### config.mk
export PLATFORM = sky130hd
export DESIGN_NAME = cut_sequencer_flat
export DESIGN_NICKNAME = d
export VERILOG_FILES = /design/src/rtl/cut_sequencer_if.sv /design/src/rtl/cut_sequencer.sv /design/src/flat_wrapper.sv
export SDC_FILE = /design/constraint.sdc
export NUM_CORES = 1
export LEC_CHECK = 0
export ABC_AREA = 1
export CORE_MARGIN = 3
export CORE_UTILIZATION = 40
export CTS_CLUSTER_DIAMETER = 150
export CTS_CLUSTER_SIZE = 24
export DETAILED_ROUTE_END_ITERATION = 7
export SLEW_MARGIN = 25
export SYNTH_ARGS = -nofsm -noshare
export SYNTH_HDL_FRONTEND = slang
export SYNTH_SLANG_ARGS = --single-unit
### constraint.sdc
create_clock -name clk -period 2.6 [get_ports clk]
set_input_delay 0.52 -clock clk [delete_from_list [all_inputs] [get_ports clk]]
set_output_delay 0.52 -clock clk [all_outputs]
set_load 0.05 [all_outputs]
### src/rtl/cut_sequencer_if.sv
// Job-control and driver handshake bundle for cut_sequencer.
// slave = sequencer side, master = controller/driver side.
interface cut_sequencer_if #(
  parameter int CNT_W = 6
);
  logic             start_i;
  logic [CNT_W-1:0] num_cuts_i;
  logic             abort_i;
  logic             busy_o;
  logic             done_o;
  logic             fault_o;
  logic [CNT_W-1:0] cuts_done_o;
  logic             cut_o;
  logic             cut_end_i;
  logic             feed_o;
  logic             feed_done_i;

  modport slave (
    input  start_i, num_cuts_i, abort_i,
    input  cut_end_i, feed_done_i,
    output busy_o, done_o, fault_o,
    output cuts_done_o, cut_o, feed_o
  );

  modport master (
    output start_i, num_cuts_i, abort_i,
    output cut_end_i, feed_done_i,
    input  busy_o, done_o, fault_o,
    input  cuts_done_o, cut_o, feed_o
  );
endinterface

### src/rtl/cut_sequencer.sv
// Slicing-run controller: cut stroke, feed advance, settle gap, repeat.
// One shared timer serves as settle counter and CUT/FEED watchdog.
module cut_sequencer #(
  parameter int CNT_W       = 6,
  parameter int SETTLE_CYC  = 2_500_000,
  parameter int TIMEOUT_CYC = 150_000_000
) (
  input logic           clk,
  input logic           rst_n,
  cut_sequencer_if.slave bus
);
  localparam logic [31:0] TO_LAST = 32'(TIMEOUT_CYC - 1);
  localparam logic [31:0] SE_LAST = 32'(SETTLE_CYC - 1);

  typedef enum logic [2:0] {
    S_IDLE, S_CUT, S_FEED, S_SETTLE, S_DONE, S_FAULT
  } state_t;

  state_t           state, nxt;
  logic [31:0]      tmr;
  logic [CNT_W-1:0] num_q, cnt, cnt_p1;
  logic [2:0]       ce_s, fd_s;
  logic             ce_ev, fd_ev;
  logic             accept, cnt_inc, wd_exp, timing;
  logic             o_cut, o_feed, o_done, o_fault, o_busy;

  always_ff @(posedge clk or negedge rst_n) begin
    if (!rst_n) begin
      ce_s <= '0;
      fd_s <= '0;
    end else begin
      ce_s <= {ce_s[1:0], bus.cut_end_i};
      fd_s <= {fd_s[1:0], bus.feed_done_i};
    end
  end

  assign ce_ev  = ce_s[1] & ~ce_s[2];
  assign fd_ev  = fd_s[1] & ~fd_s[2];
  assign cnt_p1 = cnt + 1'b1;
  assign timing = (state == S_CUT) || (state == S_FEED)
               || (state == S_SETTLE);
  assign wd_exp = ((state == S_CUT) || (state == S_FEED))
               && (tmr == TO_LAST);

  always_ff @(posedge clk or negedge rst_n) begin
    if (!rst_n) begin
      state <= S_IDLE;
      tmr   <= '0;
      num_q <= '0;
      cnt   <= '0;
    end else begin
      state <= nxt;
      if (nxt != state || !timing)
        tmr <= '0;
      else
        tmr <= tmr + 32'd1;
      if (accept) begin
        num_q <= bus.num_cuts_i;
        cnt   <= '0;
      end else if (cnt_inc) begin
        cnt <= cnt_p1;
      end
    end
  end

  // abort > watchdog > handshake event > start
  always_comb begin
    nxt     = state;
    accept  = 1'b0;
    cnt_inc = 1'b0;
    if (bus.abort_i) begin
      nxt = S_IDLE;
    end else begin
      unique case (state)
        S_IDLE: begin
          if (bus.start_i) begin
            accept = 1'b1;
            nxt    = (bus.num_cuts_i == '0) ? S_DONE : S_CUT;
          end
        end
        S_CUT: begin
          if (wd_exp) begin
            nxt = S_FAULT;
          end else if (ce_ev) begin
            cnt_inc = 1'b1;
            nxt     = (cnt_p1 == num_q) ? S_DONE : S_FEED;
          end
        end
        S_FEED: begin
          if (wd_exp)
            nxt = S_FAULT;
          else if (fd_ev)
            nxt = S_SETTLE;
        end
        S_SETTLE: begin
          if (tmr == SE_LAST)
            nxt = S_CUT;
        end
        S_DONE:  nxt = S_IDLE;
        S_FAULT: nxt = S_FAULT;
        default: nxt = S_IDLE;
      endcase
    end
  end

  always_comb begin
    o_cut   = (state == S_CUT);
    o_feed  = (state == S_FEED);
    o_done  = (state == S_DONE);
    o_fault = (state == S_FAULT);
    o_busy  = (state != S_IDLE);
  end

  always_ff @(posedge clk or negedge rst_n) begin
    if (!rst_n) begin
      bus.cut_o   <= 1'b0;
      bus.feed_o  <= 1'b0;
      bus.done_o  <= 1'b0;
      bus.fault_o <= 1'b0;
      bus.busy_o  <= 1'b0;
    end else begin
      bus.cut_o   <= o_cut;
      bus.feed_o  <= o_feed;
      bus.done_o  <= o_done;
      bus.fault_o <= o_fault;
      bus.busy_o  <= o_busy;
    end
  end

  assign bus.cuts_done_o = cnt;
endmodule

### src/flat_wrapper.sv
// flat-port wrapper written by rule: the top's interface ports become plain ports
module cut_sequencer_flat 
#(
  parameter int CNT_W       = 6,
  parameter int SETTLE_CYC  = 2_500_000,
  parameter int TIMEOUT_CYC = 150_000_000
)
  (clk, rst_n, bus_start_i, bus_num_cuts_i, bus_abort_i, bus_cut_end_i, bus_feed_done_i, bus_busy_o, bus_done_o, bus_fault_o, bus_cuts_done_o, bus_cut_o, bus_feed_o);
  cut_sequencer_if #(.CNT_W(CNT_W)) bus_i ();
  input logic clk;
  input logic rst_n;
  input wire logic [$bits(bus_i.start_i)-1:0] bus_start_i;
  input wire logic [$bits(bus_i.num_cuts_i)-1:0] bus_num_cuts_i;
  input wire logic [$bits(bus_i.abort_i)-1:0] bus_abort_i;
  input wire logic [$bits(bus_i.cut_end_i)-1:0] bus_cut_end_i;
  input wire logic [$bits(bus_i.feed_done_i)-1:0] bus_feed_done_i;
  output wire logic [$bits(bus_i.busy_o)-1:0] bus_busy_o;
  output wire logic [$bits(bus_i.done_o)-1:0] bus_done_o;
  output wire logic [$bits(bus_i.fault_o)-1:0] bus_fault_o;
  output wire logic [$bits(bus_i.cuts_done_o)-1:0] bus_cuts_done_o;
  output wire logic [$bits(bus_i.cut_o)-1:0] bus_cut_o;
  output wire logic [$bits(bus_i.feed_o)-1:0] bus_feed_o;
  assign bus_i.start_i = bus_start_i;
  assign bus_i.num_cuts_i = bus_num_cuts_i;
  assign bus_i.abort_i = bus_abort_i;
  assign bus_i.cut_end_i = bus_cut_end_i;
  assign bus_i.feed_done_i = bus_feed_done_i;
  assign bus_busy_o = bus_i.busy_o;
  assign bus_done_o = bus_i.done_o;
  assign bus_fault_o = bus_i.fault_o;
  assign bus_cuts_done_o = bus_i.cuts_done_o;
  assign bus_cut_o = bus_i.cut_o;
  assign bus_feed_o = bus_i.feed_o;
  cut_sequencer #(.CNT_W(CNT_W), .SETTLE_CYC(SETTLE_CYC), .TIMEOUT_CYC(TIMEOUT_CYC)) u_core (.clk(clk), .rst_n(rst_n), .bus(bus_i));
endmodule
---- After elaboration in Yosys (flattened, before gate mapping) ----
Index checks and enable logic that the tools add are counted.
storage, ports and cells
  bits in registers ....................... 58
  input bits .............................. 12
  output and inout port bits .............. 11
  logic and storage cells ................. 55
operators by class
  $add $sub $neg .......................... 2
  equal/unequal tests ..................... 9
  multiplexer cells ....................... 20
  bitwise gates (word level) .............. 4
  reduce and logical (&&, ||, !) cells .... 9
operators with widths
  operator                 count
  $add A32 B1 Y32 const B  1
  $eq A32 B22 Y1 const B   1
  $eq A32 B28 Y1 const B   1
  $mux W32                 1
  $mux W3                  9
  $pmux W3 S5              1
  $mux W6                  2
  $mux W1                  7
  $add A6 B1 Y6 const B    1
  $eq A3 B2 Y1 const B     2
  $eq A3 B3 Y1 const B     2
  $eq A6 B6 Y1             1
  $logic_not A6 Y1         1
  $eq A3 B1 Y1 const B     1
  $logic_not A3 Y1         1
  $logic_or A1 B1 Y1       3
  $ne A3 B3 Y1             1
  $reduce_bool A3 Y1       1
  $and A1 B1 Y1            2
  $not A1 Y1               2
  $reduce_bool A2 Y1       1
  $logic_and A1 B1 Y1      1
  $logic_not A1 Y1         1

---- Logic depth before layout (Yosys ltp) ----
Gate-level depths: netlist of run 1.
  depth in word-level cells ............... 10
  mapped depth ............................ 19
  gate-level depth less buffers ........... 18

---- Worst setup path before layout of run 1 ----
Ideal clock, no wire load.
  path type ............................... reg-to-reg
  start ................................... register u_core.cnt[0] (netlist: u_core.bus.cuts_done_o[0])
  end ..................................... register u_core.tmr[7]
  data arrival time ....................... 2.173 ns
  data required time ...................... 2.472 ns
  slack ................................... 0.299 ns
  stages on the path, launching flop included .. 20
  path buffers ............................ 1
  cells stage by stage .................... dfrtp_1 -> ha_1 -> inv_1 -> nand2_1 -> nand2_1 -> nand2_1 -> nand2_1 -> inv_2 -> nand2_1 -> nor2_2 -> nand3_2 -> nand2_1 -> nand2_1 -> nand2_1 -> nand2_1 -> nand2_1 -> nand2_1 -> nand2_4 -> buf_12 -> nor2_4
between the ends
  word-level cells in the longest chain between the ends .. 10
ends and longest elaborated chain
  item                    RTL line             source
  start, declared         cut_sequencer.sv:21  logic [CNT_W-1:0] num_q, cnt, cnt_p1;
  start signal, assigned  cut_sequencer.sv:61  cnt <= cnt_p1;
  $add A6 B1 Y6           cut_sequencer.sv:39  assign cnt_p1 = cnt + 1'b1;
  $eq A6 B6 Y1            cut_sequencer.sv:86  nxt = (cnt_p1 == num_q) ? S_DONE : S_FEED;
  $mux W3                 cut_sequencer.sv:86
  $mux W3                 cut_sequencer.sv:84  end else if (ce_ev) begin
  $mux W3                 cut_sequencer.sv:82  if (wd_exp) begin
  $pmux W3 S5             cut_sequencer.sv:74  unique case (state)
  $mux W3                 cut_sequencer.sv:71  if (bus.abort_i) begin
  $ne A3 B3 Y1            cut_sequencer.sv:53  if (nxt != state || !timing)
  $logic_or A1 B1 Y1      cut_sequencer.sv:53
  $mux W32                cut_sequencer.sv:53
  end signal, assigned    cut_sequencer.sv:56  tmr <= tmr + 32'd1;
  end, declared           cut_sequencer.sv:20  logic [31:0] tmr;
No other way between the ends.
A chain may end at the register's enable or synchronous reset.

---- Worst setup path after layout of run 1 ----
  start ................................... register u_core.cnt[0] (netlist: u_core.bus.cuts_done_o[0])
  end ..................................... register u_core.tmr[0]
The elaborated chain is that of the path after synthesis.

==> reports/metrics.csv, run 1 <==
stage,metric,value,unit
route,vias_per_cell,4.80,
sta,slew_viol_final,0,
synth,ys_ff_latch,58,
placement,routabilityCongestion,0.912,
layout,drive_above_1_share,0.235,
setup_path,cp-end-kind,flop,
floorplanning,fp.dieArea,9700,sq um
setup_path,cp.required,2.81,ns
sta,skew,0.0114,ns
synth,synth_cells,383,
placement,io_buffers,22,
power,ir_worst_vdd,0.308,mV
layout,post-route-util,0.483,
route,drt_iter0_drc,107,
power,leakagePower,1.64,nW
synth,synth.avg_cell_area,8.93,sq um
sta,hold_viol,0,
placement,dp_hpwl,5.05,mm
cts,clkTransAtPathRegs,0.07,ns
route,antenna_left,0,
synth,syn_nets,397,
setup_path,cp-start-kind,flop,
layout,fin_cells,527,
synth,ys_types,32,
grt,grt_pass1_vias,2402,
synth,synth_seq_area_share,0.424,
setup_path,path_class,reg -> reg,
sta,rsz0062_at_grt,false,
grt,grt_use_total,0.152,
cts,cts_root_buf,clkbuf_8,
power,p_per_area,556,nW/um^2
cts,post_cts_resized,0,
cts,cts_sinks,58,
setup_path,path_cells,ha_1 -> inv_1 -> nand2_1 -> nand2_1 -> nand2_1 -> nand2_1 -> inv_2 -> nand2_1 -> nor2_2 -> nand3_2 -> nand2_1 -> nand2_1 -> nand2_1 -> nand2_1 -> nand2_1 -> nand2_1 -> nand2_4 -> buf_4 -> nor2_1,
setup_path,crit_path_max_fanout,7,
layout,fillers,824,
setup_path,crit_top_cell,nand2_1,
synth,syn-cell-area,3420,sq um
sta,slew_headroom,0.475,
synth,yosys_warnings,0,
sta,min_period,2.28,ns
cts,cts_buffers,9,
outcome,status,"finished, final reports clean",
placement,dp.cells,511,
layout,num-nets-final,431,
grt,overflow,0,
sta,fin_setup_tns,0,ns
floorplanning,rows,33,
grt,grt_pass1_wl,11.9,mm
grt,grt_max_degree,59,
floorplanning,start_util,0.414,
cts,insertion_delay,0.34,ns
sta,finalSetupViolations,0,
setup_path,max_stage_delay,0.47,ns
floorplanning,die_w,98.5,um
setup_path,crit_slowest_cell,dfrtp_1,
setup_path,worstPathArrival,2.49,ns
layout,area_growth,16.5,%
sta,max_freq,439,MHz
cts,ctsHoldBuffers,0,
layout,diodes,0,
cts,cts_setup_buffers,0,
floorplanning,core,8260,sq um
setup_path,reg2reg_to,u_core.tmr[0]$_DFF_PN0_,
sta,fin_crit_sh,0.876,
setup_path,regToRegStartpoint,u_core.bus.cuts_done_o[0]$_DFFE_PN0P_,
route,drc,0,
cts,htreeDepth,3,
setup_path,rr_worst_depth,19,
run,drv_cap,0,
power,total_power,2.22,mW
cts,cts_tree,built,
grt,antenna_found_initial,0,
min_path,hold_class,in -> async,
floorplanning,ios,23,
setup_path,r2r_slack,0.32,ns
sta,worst_slew_pin_slew,0.779,ns
floorplanning,die_y,98.5,um
route,routed_wl,6.68,mm
route,num_vias,2529,
route,wire_per_inst,12.7,um
route,dr.pass1.iters,4,
cts,cts_buffer_depth,2,
[synth_stat cells (all sizes together)]
cell type	instances	area, sq um
o21ai	13	68.8
nand3	29	183
nor3	20	138
clkbuf	1	3.75
inv	59	221
dfrtp	58	1450
a21oi	4	31.3
xor2	23	201
a31oi	1	6.26
mux2	1	11.3
nand2	74	305
xnor2	5	43.8
nor4	4	31.3
buf	3	60.1
o31ai	1	7.51
nor2	68	526
o22ai	3	18.8
nand4	14	87.6
ha	2	25.0
[report_power, final]
part | total (mW) | internal (mW) | leakage [nW] | switching [mW]
sequential | 0.978 | 0.943 | 0.781 | 0.0353
clock | 0.912 | 0.562 | 0.109 | 0.349
combinational | 0.326 | 0.112 | 0.754 | 0.214
[metal layers]
layer	vias up	global-route usage	share of wire
met2	51	0.206	0.42
met5	-	0	0
li1	1289	-	-
met1	1180	0.234	0.52
met4	0	0.0599	0.016
met3	9	0.0347	0.045
[logic make-up (layout without fill, tap and decap cells)]
family / after synthesis / count (layout) / synth area share
simple gates: 209 / 209 / 0.371
buf+inv: 63 / 102 / 0.0834
flops: 58 / 58 / 0.424
xor+xnor: 28 / 28 / 0.0717
compound gates: 22 / 22 / 0.0388
fa+ha+maj: 2 / 2 / 0.00731
mux: 1 / 1 / 0.00329
[worst max-delay path by stage]
stage	from	to	slack [ns]	cells after the start
2_1_floorplan	u_core.bus.cuts_done_o[0]$_DFFE_PN0P_	u_core.tmr[7]$_DFF_PN0_	0.30	19
3_3_place_gp	bus_num_cuts_i[5]	u_core.tmr[31]$_DFF_PN0_	0.25	14
3_5_place_dp	bus_num_cuts_i[4]	u_core.tmr[31]$_DFF_PN0_	0.20	14
4_1_cts	u_core.bus.cuts_done_o[0]$_DFFE_PN0P_	u_core.tmr[31]$_DFF_PN0_	0.32	19
5_1_grt	u_core.bus.cuts_done_o[0]$_DFFE_PN0P_	u_core.tmr[31]$_DFF_PN0_	0.09	19
6_report	u_core.bus.cuts_done_o[0]$_DFFE_PN0P_	u_core.tmr[0]$_DFF_PN0_	0.32	19
[worst max-delay path, delay by kind of cell, from the launching register on]
kind          cells  cell delay, ns
fa+ha+maj         1            0.31
flops             1            0.47
buf+inv           3            0.31
simple gates     15            1.04
[through the flow]
stage	worst slack, ns	hold WS (ns)	cell area, sq um
floorplan	0.299	0.224	3420
global placement	0.255	0.341	3770
detailed placement	0.200	0.347	3770
CTS	0.320	0.352	3990
global route	0.0870	0.357	3990
finish	0.322	0.304	3990
[final cells by class]
type | instances | area (sq um) | area share
multi-input cells | 262 | 1680 | 0.423
repair buffers | 27 | 278 | 0.0697
well taps | 105 | 131 | 0.0330
flip-flops and latches | 58 | 1450 | 0.364
inverters | 59 | 221 | 0.0556
clock buffers | 11 | 141 | 0.0355
clock inverters | 5 | 77.6 | 0.0195
[registers in the layout (all words and copies together), names as in the netlist]
| name | flops |
|---|---|
| u_core.bus.feed_o | 1 |
| u_core.num_q | 6 |
| u_core.state | 3 |
| u_core.tmr | 32 |
| u_core.bus.cut_o | 1 |
| u_core.bus.done_o | 1 |
| u_core.bus.busy_o | 1 |
| u_core.bus.cuts_done_o | 6 |
| u_core.bus.fault_o | 1 |
| u_core.ce_s | 3 |
| u_core.fd_s | 3 |
[cells in the final DEF, fill, tap and decap left out]
master and n:
nor3_1 15, nor4_1 3, clkbuf_1 1, mux2_2 1, clkdlybuf4s50_1 21, inv_1 45
nor2_4 34, o31ai_1 1, clkinvlp_4 1, nor3_4 2, nand2_2 8, dfrtp_1 58
a21oi_4 1, nand2_4 1, nand3_4 1, inv_2 14, xnor2_1 5, o21ai_0 11
buf_4 3, nor2_1 28, o21ai_2 1, clkinv_2 2, nand2_1 65, nand3_2 5
nand4_1 14, bufinv_16 2, o22ai_1 3, ha_1 2, nor4_2 1, a31oi_1 1
nor3_2 3, clkbuf_8 10, o21ai_1 1, xor2_1 23, nand3_1 23, nor2_2 6
buf_12 2, buf_2 1, a21oi_1 3
(Power assumes the default switching activity.)
==> inputs of run 2 (changes only) <==
--- a/config.mk
+++ b/config.mk
@@ -6,11 +6,15 @@
 export NUM_CORES = 1
 export LEC_CHECK = 0
 export ABC_AREA = 1
+export CELL_PAD_IN_SITES_DETAIL_PLACEMENT = 0
+export CELL_PAD_IN_SITES_GLOBAL_PLACEMENT = 2
 export CORE_MARGIN = 3
-export CORE_UTILIZATION = 40
+export CORE_UTILIZATION = 37
 export CTS_CLUSTER_DIAMETER = 150
 export CTS_CLUSTER_SIZE = 24
 export DETAILED_ROUTE_END_ITERATION = 7
+export PLACE_DENSITY_LB_ADDON = 0.1
+export SKIP_CTS_REPAIR_TIMING = 1
 export SLEW_MARGIN = 25
 export SYNTH_ARGS = -nofsm -noshare
 export SYNTH_HDL_FRONTEND = slang
==> run 2 against run 1 <==
Effect of this change: maximum frequency rose by 0.91%; global-route usage rose by 1.5 points; non-clock buffer count rose by 3; clock-buffer cell count fell by 2; flip-flop and latch count did not move; worst hold slack got worse by 0.13 ns; sequential power fell by 1%; critical path depth fell by 18; critical endpoint is now bus_cuts_done_o[2]; register-to-register slack improved by 0.03 ns; die area rose by 7.6%.
==> reports/metrics.csv, run 2 (same netlist as run 1, synthesis figures left out) <==
stage,metric,value,unit,change
sta,slew_viol_final,0,,unchanged
setup_path,cp-end-kind,output pin,,
layout,largest_register,u_core.tmr,,
layout,drive_above_1_share,0.242,,+0.00776
setup_path,max_stage_delay,0.87,ns,+0.40 ns
power,p_per_area,585,nW/um^2,+5.3%
min_path,hold_class,in -> async,,
cts,cts_buffer_depth,2,,unchanged
placement,io_buffers,22,,unchanged
route,drt_iter0_drc,98,,-8.4%
grt,grt_pass1_wl,13.3,mm,+12%
layout,regArea,1450,sq um,unchanged
layout,multi_input_area,1680,sq um,unchanged
setup_path,crit_slowest_cell,clkdlybuf4s50_1,,
floorplanning,die_w,102,um,+3.7%
route,antenna_left,0,,unchanged
sta,worst_slew_pin_slew,0.812,ns,+0.0333 ns
sta,max_freq,443,MHz,+0.91%
cts,cts_tree,built,,
cts,cts_sinks,58,,unchanged
setup_path,cp-start-kind,flop,,
outcome,status,"finished, final reports clean",,
grt,grt_use_total,0.167,,+0.0145
layout,num-nets-final,434,,+0.70%
placement,dp_hpwl,5.90,mm,+17%
floorplanning,fp.dieArea,10400,sq um,+7.6%
setup_path,crit_buf_inv,1,,-2
layout,fillers,872,,+5.8%
setup_path,r2r_slack,0.35,ns,+0.03 ns
setup_path,crit_path_max_fanout,8,,+1
placement,routabilityCongestion,0.787,,-14%
layout,diodes,0,,unchanged
cts,insertion_delay,0.34,ns,about the same
placement,dpl_cell_area,3800,sq um,+1.0%
cts,cts_root_buf,clkbuf_8,,
cts,clkTransAtPathRegs,0.08,ns,about the same
grt,overflow,0,,unchanged
setup_path,worstPathArrival,1.74,ns,-0.75 ns
layout,layout_commonest_cell,nand2_1,,
layout,area_growth,18.5,%,
route,wire_per_inst,14.4,um,+13%
grt,grt_max_degree,35,,-41%
sta,fin_setup_tns,0,ns,unchanged
floorplanning,die_y,102,um,+3.7%
setup_path,reg2reg_to,u_core.tmr[12]$_DFF_PN0_,,
setup_path,path_class,reg -> out,,
placement,place_ws,0.169,ns,-0.0305 ns
run,drv_cap,0,,unchanged
layout,final_cell_area,4050,sq um,+1.7%
setup_path,regToRegStartpoint,u_core.bus.cuts_done_o[1]$_DFFE_PN0P_,,
power,ir_worst_vdd,0.268,mV,-13%
layout,largest_reg_flops,32,,unchanged
floorplanning,rows,34,,+3.0%
route,drc,0,,unchanged
setup_path,rr_worst_depth,19,,unchanged
grt,grt_pass1_vias,2613,,+8.8%
floorplanning,ios,23,,unchanged
floorplanning,start_util,0.387,,-0.0276
layout,final_cell_mix,"65 x nand2_1, 58 x dfrtp_1, 45 x inv_1, 34 x nor2_4, 28 x nor2_1",,
sta,final.setup.worst_slack,0.342,ns,+0.0205 ns
setup_path,cp.required,2.08,ns,-0.73 ns
sta,hold_viol,0,,unchanged
power,total_power,2.37,mW,+7.0%
cts,cts_buffers,9,,unchanged
power,leakagePower,1.68,nW,+1.9%
route,routed_wl,7.66,mm,+15%
sta,skew,0.0145,ns,+0.00304 ns
sta,slew_headroom,0.453,,-0.0224
setup_path,path_cells,clkdlybuf4s50_1,,
route,dr.pass1.iters,4,,unchanged
grt,antenna_found_initial,0,,unchanged
sta,rsz0062_at_grt,false,,
sta,finalSetupViolations,0,,unchanged
sta,fin_crit_sh,0.868,,-0.00788
route,num_vias,2525,,-0.16%
route,vias_per_cell,4.74,,-1.3%
cts,htreeDepth,3,,unchanged
sta,min_period,2.26,ns,-0.0205 ns
setup_path,crit_family,buffers and inverters,,
floorplanning,core,8850,sq um,+7.2%
run 2: cell count changes in the layout (fill, tap and decap cells not counted), sizes merged:
cell    delta
buf        +3
bufinv     +1
clkbuf     -2
clkinv     -1
inv        +2
run 2: where the power goes:
part,switching [mW],internal (mW)
clock,0.408,0.645
sequential,0.0261,0.942
combinational,0.229,0.122
total,0.663,1.71
run 2: per-layer routing:
metal	wire length, um	global-route usage	vias up
met5	0	0	-
met3	224	0.0321	8
met1	4060	0.246	1179
li1	-	-	1300
met4	93	0.0545	0
met2	3280	0.246	38
run 2: worst max path at each step:
stage | start | endpoint | slack [ns] | cells after the start
6_report | u_core.bus.cuts_done_o[2]$_DFFE_PN0P_ | bus_cuts_done_o[2] | 0.34 | 1
5_1_grt | u_core.tmr[0]$_DFF_PN0_ | u_core.tmr[14]$_DFF_PN0_ | 0.07 | 13
4_1_cts | u_core.bus.cuts_done_o[1]$_DFFE_PN0P_ | u_core.tmr[12]$_DFF_PN0_ | 0.28 | 19
3_5_place_dp | bus_num_cuts_i[2] | u_core.tmr[27]$_DFF_PN0_ | 0.17 | 14
3_3_place_gp | bus_num_cuts_i[3] | u_core.tmr[29]$_DFF_PN0_ | 0.22 | 14
2_1_floorplan | u_core.bus.cuts_done_o[0]$_DFFE_PN0P_ | u_core.tmr[7]$_DFF_PN0_ | 0.30 | 19
run 2: final cells by class:
cell class	count	area share
timing repair buffer	30	0.0772
tap	108	0.0333
clock inverter	7	0.0306
sequential	58	0.358
clock buffer	9	0.0306
inverter	59	0.0546
multi-input combinational	262	0.416
run 2: metrics by stage:
step / util / hold WS [ns] / cells
final: 0.458 / 0.178 / 533
after global routing: 0.458 / 0.205 / 533
after CTS: 0.458 / 0.187 / 533
after detailed placement: 0.430 / 0.338 / 517
after global placement: 0.430 / 0.335 / 517
after floorplan: - / 0.224 / 383
